**src/rtl/yalu_core_pkg.sv**
```systemverilog
// rtl/yalu_core_pkg.sv - shared width and opcode constants for the yalu_core ALU
package yalu_core_pkg;

  localparam int WIDTH = 32;

  typedef enum logic [2:0] {
    OP_AND = 3'b000,
    OP_OR  = 3'b001,
    OP_ADD = 3'b010,
    OP_SUB = 3'b110,
    OP_SLT = 3'b111
  } op_e;

endpackage

```
**src/rtl/yalu_core_arith.sv**
```systemverilog
// rtl/yalu_core_arith.sv - shared adder/subtractor; subtraction is a + ~b + 1
module yalu_core_arith #(
  parameter int WIDTH = yalu_core_pkg::WIDTH
) (
  input  logic [WIDTH-1:0] a,
  input  logic [WIDTH-1:0] b,
  input  logic             sub,
  output logic [WIDTH-1:0] sum,
  output logic             cout,
  output logic             ovf
);

  logic [WIDTH-1:0] b_eff;

  assign b_eff       = sub ? ~b : b;
  assign {cout, sum} = {1'b0, a} + {1'b0, b_eff} + {{WIDTH{1'b0}}, sub};
  // Overflow judged on the actual adder inputs, so it covers both add and subtract.
  assign ovf         = (a[WIDTH-1] == b_eff[WIDTH-1]) && (sum[WIDTH-1] != a[WIDTH-1]);

endmodule

```
**src/rtl/yalu_core.sv**
```systemverilog
// rtl/yalu_core.sv - combinational ALU with zero flag and a sticky signed-overflow register
module yalu_core
  import yalu_core_pkg::*;
#(
  parameter int WIDTH = yalu_core_pkg::WIDTH
) (
  output logic [WIDTH-1:0] z,
  output logic             ex,
  input  logic [WIDTH-1:0] a,
  input  logic [WIDTH-1:0] b,
  input  logic [2:0]       op,
  input  logic             clk,
  input  logic             reset,
  output logic             v_sticky
);

  logic [WIDTH-1:0] sum;
  logic             carry_unused;
  logic             arith_ovf;
  logic             sub;
  logic             slt;
  logic             ovf;
  logic             sticky_q = 1'b0;

  // SLT reuses the subtract path.
  assign sub = (op == OP_SUB) || (op == OP_SLT);

  yalu_core_arith #(.WIDTH(WIDTH)) u_arith (
    .a    (a),
    .b    (b),
    .sub  (sub),
    .sum  (sum),
    .cout (carry_unused),
    .ovf  (arith_ovf)
  );

  // Sign xor overflow gives the true signed less-than even when a - b wraps.
  assign slt = sum[WIDTH-1] ^ arith_ovf;
  assign ovf = arith_ovf && ((op == OP_ADD) || (op == OP_SUB));

  always_comb begin
    z = '0;
    case (op)
      OP_AND:  z = a & b;
      OP_OR:   z = a | b;
      OP_ADD:  z = sum;
      OP_SUB:  z = sum;
      OP_SLT:  z = {{(WIDTH-1){1'b0}}, slt};
      default: z = '0;
    endcase
  end

  assign ex = (z == '0);

  always_ff @(posedge clk) begin
    if (reset) sticky_q <= 1'b0;
    else       sticky_q <= sticky_q | ovf;
  end

  assign v_sticky = sticky_q;

endmodule

```
**config.mk**
```make
export PLATFORM = sky130hd
export DESIGN_NAME = yalu_core
export DESIGN_NICKNAME = d
export VERILOG_FILES = /design/src/rtl/yalu_core_pkg.sv /design/src/rtl/yalu_core_arith.sv /design/src/rtl/yalu_core.sv
export SDC_FILE = /design/constraint.sdc
export NUM_CORES = 1
export LEC_CHECK = 0
export CAP_MARGIN = 15
export CORE_ASPECT_RATIO = 2
export CORE_UTILIZATION = 43
export CTS_CLUSTER_SIZE = 40
export DETAILED_ROUTE_END_ITERATION = 10
export PLACE_DENSITY = 0.91
export REMOVE_ABC_BUFFERS = 1
export SYNTH_ARGS = -nofsm -noshare
export SYNTH_HDL_FRONTEND = slang
export SYNTH_HIERARCHICAL = 1
export SYNTH_SLANG_ARGS = --single-unit
export TNS_END_PERCENT = 50
```
**constraint.sdc**
```tcl
create_clock -name clk -period 5.22 [get_ports clk]
set_clock_uncertainty 0.1 [all_clocks]
set_input_delay 0.783 -clock clk [delete_from_list [all_inputs] [get_ports clk]]
set_output_delay 0.783 -clock clk [all_outputs]
set_load 0.01 [all_outputs]
```
==> qor.txt, run 1 <==
Err = [ERROR GRT-0232] Routing congestion too high. Check the congestion heatmap in the GUI.
Die Wd = 60.81 um
pre-CTS WS = -1.288 ns
hold buffer count at CTS = 0
Ports = 103
syn_area_per_cell = 7.435 um2
initial core utilization = 44.56%
GRT Total Usage = 77.65%
worst setup endpoint GRT = ex
status = aborted with a tool error
cells after synthesis = 400
hpwl dp = 11140 um
worst endpoint type = top-level output
gpl congestion = 1.065
Die H = 119.6 um
Inst Count DP = 721
synthesized cell area = 2974 um2
Stop stage = global routing
largest net degree at the start of global routing = 36
number of cell rows = 42
Buffers on Ports = 102
GRT Residual Overflow = 116
Synth warnings = 6
what timing repair did:
item / CTS
gates cloned: 1
pin swaps: 64
setup endpoints to repair: 17
gates resized for setup: 88
setup buffers: 24
routing by layer:
layer	GRT overflow	global-route usage (%)
met1	3	75.89
met2	62	94.64
met3	3	57.54
met4	48	84.80
met5	0	6.723
stage by stage:
stage | cell area (um2) | util (%)
after global placement | 5169 | 77.45
after CTS | 5648 | 84.63
after detailed placement | 5169 | 77.45
after floorplan | 2846 | -
==> inputs of run 2 (changes only) <==
--- a/config.mk
+++ b/config.mk
@@ -6,11 +6,9 @@
 export NUM_CORES = 1
 export LEC_CHECK = 0
 export CAP_MARGIN = 15
-export CORE_ASPECT_RATIO = 2
-export CORE_UTILIZATION = 43
-export CTS_CLUSTER_SIZE = 40
+export CORE_UTILIZATION = 29
 export DETAILED_ROUTE_END_ITERATION = 10
-export PLACE_DENSITY = 0.91
+export PLACE_DENSITY_LB_ADDON = 0.15
 export REMOVE_ABC_BUFFERS = 1
 export SYNTH_ARGS = -nofsm -noshare
 export SYNTH_HDL_FRONTEND = slang
==> constraint.sdc (replaced) <==
create_clock -name clk -period 6.8 [get_ports clk]
set_clock_uncertainty 0.1 [all_clocks]
set_input_delay 1.02 -clock clk [delete_from_list [all_inputs] [get_ports clk]]
set_output_delay 1.02 -clock clk [all_outputs]
set_load 0.01 [all_outputs]
==> run 2 against run 1 <==
The flow now finishes without violations. Synthesized cell count stayed put. Area after synthesis is the same.
==> qor.txt, run 2 <==
Die Wd = 103.3 um
initial core utilization = 30.15%
CP required = 5.68 ns
largest net degree at the start of global routing = 33
number of cell rows = 36
cells after synthesis = 400
R2R depth = 2
hpwl dp = 9226 um
Max-Slew Margin vs Limit = 40.60%
R2R setup slack = 6.13 ns
RSZ-0062 raised after global routing = false
Buffers on Ports = 102
Pwr Density = 128.6 nW/um2
Min-Delay Path Depth = 2
Ports = 103
Crit-path slowest cell = or4b_1
Total Power = 0.5864 mW
Worst-Margin Slew = 0.8888 ns
first-iteration detailed-routing DRC count = 133
first-pass GRT wire length = 17570 um
gpl congestion = 0.9043
first-pass detailed-route iteration total = 4
crit path DAT = 5.34 ns
commonest non-fill, non-tap cell in the layout = clkdlybuf4s50_1
final hold vios = 0
via/cell ratio = 5.313
max reg flops = 1
pre-CTS WS = -0.1998 ns
DR vias = 3570
synthesized cell area = 2974 um2
Clk pin slew, worst setup/hold paths = 0 ns
status = finished clean
period utilization = 95.00%
Die H = 103.3 um
vias in the first global route = 3642
worst-path cell chain = clkdlybuf4s50_1, and2_4, buf_12, buf_4, xor2_1, ha_2, o211ai_1, nor3_1, a21oi_1, o21ai_1, a21oi_2, or3b_1, nand3_1, xnor2_1, o22ai_1, a22o_1, or4b_1, nor4_4, clkbuf_2
GRT Total Usage = 20.92%
GRT Residual Overflow = 0
Min-Delay Path Class = reg2reg
Pleak = 1.945 nW
RR Startpoint = v_sticky
routed wire length = 11110 um
Die ar. = 10660 um2
Max Freq = 0.1548 GHz
Setup violations, final = 0
syn_area_per_cell = 7.435 um2
most frequent cells in the layout = 101 x clkdlybuf4s50_1, 57 x buf_4, 42 x xor2_1, 32 x a22o_1, 31 x a21oi_1
n_diodes = 0
initial antenna violation count = 0
reg-to-reg critical path endpoint = v_sticky
DRC Markers = 0
crit-path max cell delay = 0.57 ns
final setup margin = 0.3402 ns
Max VDD drop = 0.04876 mV
Hold EP = v_sticky
CP Max Fanout = 15
Avg WL per Cell = 16.54 um
Layout area overhead = 53.34%
WS Path Type = in2out
CP endpoint kind = output pin
post-route ant nets = 0
final net count = 642
clk_lat worst skew = 0 ns
Slew Limit Fails = 0
Setup crit start kind = input port
core footprint = 9864 um2
Worst Min Path Start = v_sticky
Synth warnings = 6
max_cap viols = 0
hold slack = 0.3869 ns
fraction of layout cells with a size suffix above 1 = 16.33%
crit path time final = 6.460 ns
run 2: where the power goes:
part           internal (mW)  total [mW]  switching, mW
Combinational          0.295       0.580          0.284
Clock                      0           0              0
Sequential           0.00644     0.00670       0.000265
run 2: through the flow:
stage               cells  utilization [%]  area, um2  TNS (ns)
floorplan             378                -       2846         0
global placement      671            45.55       4493   -0.1877
detailed placement    671            45.55       4493   -0.1998
CTS                   671            45.76       4514         0
global route          672            46.23       4561         0
finish                672            46.23       4561         0
run 2: per-layer routing:
metal	GRT usage (%)	routed length, um	part of all wire, %
met3	1.478	465	4.2
met4	3.575	185	1.7
met2	37.18	5189	47
met5	0	0	0
met1	28.02	5275	47
run 2: cell type report:
| cell class | instances | area [um2] |
|---|---|---|
| fillers | 1009 | 5304 |
| inverters | 11 | 41.29 |
| multi-input cells | 366 | 2858 |
| flip-flops and latches | 1 | 20.02 |
| well taps | 133 | 166.4 |
| repair buffers | 161 | 1475 |
run 2: critical path, delay by kind of cell:
kind            cells  cell delay [ns]
compound gates      6             0.85
xor+xnor            2             0.29
fa+ha+maj           1             0.38
buf+inv             4             0.94
simple gates        6             1.86
run 2: how the worst max path moves through the flow:
stage	slack, ns	depth (start not counted)	from	endpoint
4_1_cts	0.16	19	op[1]	ex
5_1_grt	0.04	18	op[1]	ex
3_3_place_gp	-0.19	19	op[2]	ex
3_5_place_dp	-0.20	19	op[1]	ex
2_1_floorplan	0.53	15	op[2]	ex
6_report	0.34	19	op[1]	ex
run 2: repair_timing:
item	in CTS	in global routing
gates resized for setup	5	11
buffers inserted	0	1
hold buffers	0	0
pin swaps	1	3
endpoints found under the setup margin	1	1
(Power assumes the default switching activity.)
